## src/rtl/sram_controller_pkg.sv

```systemverilog
// Shared state encoding and default timing for the external SRAM controller.
package sram_controller_pkg;

  localparam int DEFAULT_WAIT_CYCLES = 2;

  typedef enum logic [1:0] {
    ST_IDLE    = 2'd0,
    ST_ACTIVE  = 2'd1,
    ST_RECOVER = 2'd2
  } state_t;

endpackage

```

## src/rtl/sram_controller.sv

```systemverilog
// Sequences single-word read/write accesses onto an asynchronous 256Kx16 SRAM.
// Every pin is driven from a flop so strobes never glitch.
module sram_controller
  import sram_controller_pkg::*;
#(
  parameter int ADDR_WIDTH  = 18,
  parameter int DATA_WIDTH  = 16,
  parameter int WAIT_CYCLES = DEFAULT_WAIT_CYCLES
) (
  input  logic                  CLK_100MHz,
  input  logic                  RESET,
  input  logic                  REQ,
  input  logic                  WE,
  input  logic [ADDR_WIDTH-1:0] ADDR,
  input  logic [DATA_WIDTH-1:0] DATA_W,
  output logic [DATA_WIDTH-1:0] DATA_R,
  output logic                  BUSY,
  output logic                  DONE,
  output logic [ADDR_WIDTH-1:0] SRAM_ADDR,
  output logic [DATA_WIDTH-1:0] SRAM_DATA_OUT,
  input  logic [DATA_WIDTH-1:0] SRAM_DATA_IN,
  output logic                  SRAM_DATA_OE,
  output logic                  SRAM_CSX,
  output logic                  SRAM_WEX,
  output logic                  SRAM_OEX
);

  localparam int             CW   = $clog2(WAIT_CYCLES + 1);
  localparam logic [CW-1:0]  LAST = CW'(WAIT_CYCLES - 1);

  if (WAIT_CYCLES < 1) begin : g_bad_wait
    $error("sram_controller: WAIT_CYCLES must be at least 1");
  end

  state_t        state;
  logic          we_q;
  logic [CW-1:0] cnt;

  always_ff @(posedge CLK_100MHz) begin
    if (RESET) begin
      state         <= ST_IDLE;
      we_q          <= 1'b0;
      cnt           <= '0;
      DATA_R        <= '0;
      BUSY          <= 1'b0;
      DONE          <= 1'b0;
      SRAM_ADDR     <= '0;
      SRAM_DATA_OUT <= '0;
      SRAM_DATA_OE  <= 1'b0;
      SRAM_CSX      <= 1'b1;
      SRAM_WEX      <= 1'b1;
      SRAM_OEX      <= 1'b1;
    end else begin
      DONE <= 1'b0;
      case (state)
        ST_IDLE: begin
          if (REQ) begin
            // Strobes are set on the accept edge so they are live in the first ACTIVE cycle.
            state         <= ST_ACTIVE;
            we_q          <= WE;
            cnt           <= '0;
            SRAM_ADDR     <= ADDR;
            SRAM_DATA_OUT <= DATA_W;
            BUSY          <= 1'b1;
            SRAM_CSX      <= 1'b0;
            SRAM_WEX      <= ~WE;
            SRAM_OEX      <= WE;
            SRAM_DATA_OE  <= WE;
          end
        end
        ST_ACTIVE: begin
          cnt <= cnt + 1'b1;
          if (cnt == LAST) begin
            state    <= ST_RECOVER;
            DONE     <= 1'b1;
            SRAM_CSX <= 1'b1;
            SRAM_WEX <= 1'b1;
            SRAM_OEX <= 1'b1;
            if (!we_q) DATA_R <= SRAM_DATA_IN;
          end
        end
        ST_RECOVER: begin
          // Write data was held one extra cycle past WEX rise; release the bus now.
          state        <= ST_IDLE;
          BUSY         <= 1'b0;
          SRAM_DATA_OE <= 1'b0;
        end
        default: state <= ST_IDLE;
      endcase
    end
  end

endmodule

```

## config.mk

```make
export PLATFORM = sky130hd
export DESIGN_NAME = sram_controller
export DESIGN_NICKNAME = d
export VERILOG_FILES = /design/src/rtl/sram_controller_pkg.sv /design/src/rtl/sram_controller.sv
export SDC_FILE = /design/constraint.sdc
export NUM_CORES = 1
export LEC_CHECK = 0
export CORE_ASPECT_RATIO = 1.5
export CORE_MARGIN = 4
export CORE_UTILIZATION = 36
export DETAILED_ROUTE_END_ITERATION = 6
export PLACE_DENSITY = 0.76
export SYNTH_ARGS = -nofsm -noshare
export SYNTH_HDL_FRONTEND = slang
export SYNTH_SLANG_ARGS = --single-unit
```

## constraint.sdc

```tcl
create_clock -name CLK_100MHz -period 1.3 [get_ports CLK_100MHz]
set_input_delay 0.195 -clock CLK_100MHz [delete_from_list [all_inputs] [get_ports CLK_100MHz]]
set_output_delay 0.195 -clock CLK_100MHz [all_outputs]
set_load 0.02 [all_outputs]
```

==> results.tsv <==
stage	metric	value	unit
placed_design	gp_congestion	0.751	
setup_path	critPathRequiredTime	1570	ps
clock_tree	cts.sinks	61	
route	drtPass1Iterations	4	
synthesis	synth_compound_area_share	13.6	%
layout	nFillCells	503	
layout	drive_above_1_share	13.7	%
route	vias	2201	
die	ios	110	
sta	fmax	773	MHz
synthesis	ys.flop_type	dfxtp_1	
clock_tree	clkLatencyLatePin	330	ps
synthesis	synth.most_common_cell	nand2_1	
layout	final_nets	445	
clock_tree	cts_tree	built	
synthesis	synth-edff-count	0	
clock_tree	root_buffer	clkbuf_8	
sta	grt_setup_unrepaired	true	
clock_tree	cts.clk_slew.worst_paths	70	ps
synthesis	ys_warn_count	0	
route	routedWlPerCell	14.0	um
synthesis	synth.area.mux_share	0.458	%
clock_tree	htree_num_levels	3	
synthesis	syn_area_per_cell	8.18	um2
setup_path	cp.arrival	1560	ps
synthesis	synth_common_cells	nand2_1 (107), dfxtp_1 (61), a21oi_1 (54)	
global_routing	antenna_found_initial	0	
synthesis	yosys.area_share.simple	23.4	%
setup_path	path_max_fanout	12	
sta	setup_viol	0	
sta	slew_violations	0	
power	comb_power_share	18.7	%
power	power	4310	uW
synthesis	syn_nets	322	
global_routing	grt_max_degree	26	
clock_tree	clockBufferDepth	2	
synthesis	syn_inst	267	
synthesis	synth_seq_cells	61	
power	p_seq_share	47.0	%
layout	area_growth	68.3	%
setup_path	endpoint_kind	flop	
sta	fin_crit	1290	ps
power	p_leak	0.00163	uW
setup_path	cp_cell_sequence	clkdlybuf4s50_1, buf_6, nor3b_4, buf_4, clkbuf_16, nand2_1, a21oi_1	
sta	fin_skew	6.18	ps
setup_path	cp-start-kind	input port	
power	switching_share	26.5	%
route	routed_wirelength	6530	um
sta	fin_crit_sh	99.5	%
clock_tree	holdBufCountCts	0	
placed_design	dp_hpwl	4400	um
die	dieArea	7400	um2
global_routing	track_usage	16.4	%
route	antenna_left	0	
route	vias_per_cell	4.71	
layout	fin_area	3670	um2
die	rows	34	
setup_path	path_class	in -> reg	
die	die_h	103	um
synthesis	synth_xor_area_share	0	%
min_path	min_path_type	in -> reg	
synthesis	yosysSeqAreaShare	55.9	%
power	p_int	3170	uW
synthesis	synth_top_family_by_area	simple AND/OR/NAND/NOR gates	
global_routing	grt_pass1_wl	9360	um
power	ir_worst_vdd	0.782	mV
synthesis	synth-adder-area-share	0.573	%
status	status	finished clean	
synthesis	synth_cell_type_count	23	
route	drt_iter0_markers	96	
synthesis	yosys.area.top_type	dfxtp_1	
sta	worst_pin_slew	469	ps
global_routing	grt_remaining_overflow	0	
clock_tree	numCtsBuffers	9	
power	powerDensity	1170	nW/um2
power	p_clk_share	34.3	%
die	fp.dieW	71.6	um
synthesis	synthArstFlopShare	0	%
placed_design	portBuffers	109	
die	core-area	5830	um2
synthesis	synthTopCellsByArea	dfxtp_1 (56%), nand2_1 (18%), a21oi_1 (12%)	
synthesis	synth_area	2180	um2
route	drc	0	
die	start_util	37.5	%
setup_path	critPathMaxStageDelay	520	ps
setup_path	crit_slowest_cell	clkdlybuf4s50_1	
sta	finalHoldViolCount	0	
placed_design	placed_area	3400	um2
power	power.switching	1140	uW
sta	relSlewSlack	68.7	%
run	cap_violations	0	
global_routing	grt_pass1_vias	2073	
synthesis	synth_top_area_share	55.9	%
layout	diodes	0	
## critical path, delay by kind of cell
family                 cells  cell delay (ps)
AOI/OAI and AO/OA          1              120
and+or+nand+nor            2              280
buffers and inverters      4              960
## cells in the final DEF, fill, tap and decap left out, types with 4 or more instances in the layout
cell	count
a21oi_1	46
dlygate4sd2_1	56
buf_4	12
clkbuf_8	11
nand2_1	106
dfxtp_1	59
buf_12	4
a21oi_2	8
clkdlybuf4s50_1	52
nor2_1	6
buf_6	4
## layer usage
metal,part of all wire [%],vias to the layer above,global-route usage [%]
li1,-,1106,-
met1,39,1001,16.8
met2,52,80,28.8
met3,6.5,14,5.03
met4,2.9,0,10.4
met5,0,-,0
## path summary, 6_finish.rpt
| check | endpoint | depth (start not counted) | start | slack, ps |
|---|---|---|---|---|
| max reg2reg | SRAM_ADDR[16]$_SDFFE_PP0P_ | 6 | state[0]$_SDFFE_PP0P_ | 30 |
| min | state[1]$_SDFFE_PP0P_ | 2 | RESET | 300 |
| max | SRAM_ADDR[16]$_SDFFE_PP0P_ | 7 | REQ | 6 |
| min reg2reg | SRAM_DATA_OUT[3]$_SDFFE_PP0P_ | 2 | SRAM_DATA_OUT[3]$_SDFFE_PP0P_ | 450 |
## metrics by stage
step                      hold WS, ps  setup slack (ps)  utilization [%]  instances  TNS, ps
final                             295              5.94             63.0        467        0
after detailed placement          445              -294             58.4        443   -10300
after floorplan                   326             -5.07                -        267    -44.9
after CTS                         274              3.75             60.3        459        0
after global placement            436              -238             58.4        443    -8280
after global routing              310             -50.4             63.0        467     -573
## layout make-up
cell class                      count  area [um2]  area share [%]
Tap cell                           72        90.1            2.45
Inverter                            3        11.3           0.307
Timing Repair Buffer              131        1280            34.9
Clock buffer                       12         155            4.22
Clock inverter                      4        22.5           0.613
Sequential cell                    61        1230            33.4
Multi-Input combinational cell    184         887            24.1
## registers in the layout, summed over array words and instances, names as in the netlist
register and cells:
BUSY 1, DATA_R 16, DONE 1, SRAM_ADDR 18
SRAM_CSX 1, SRAM_DATA_OE 1, SRAM_DATA_OUT 16, SRAM_OEX 1
SRAM_WEX 1, cnt 2, state 2, we_q 1
## power by group through the flow
stage	clock network [uW]	registers, uW	logic (uW)
detailed placement	0	2070	800
global placement	0	2060	792
CTS	1530	2020	741
finish	1480	2020	807
floorplan	0	2170	252
global route	1620	2040	866
## logic make-up (layout without fill, tap and decap cells)
family,count (synthesis),after routing
AOI/OAI and AO/OA,58,58
buffers and inverters,23,150
adders and majority gates,1,1
muxes,1,1
and+or+nand+nor,123,124
DFF,61,61
## timing repair
action,4_1_cts,5_1_grt
hold endpoints to repair,0,0
cloned,0,3
buffers inserted,0,5
pin swaps,0,5
resized for setup,57,18
endpoints found under the setup margin,72,44
No activity file was read; power rests on OpenSTA's default activity.
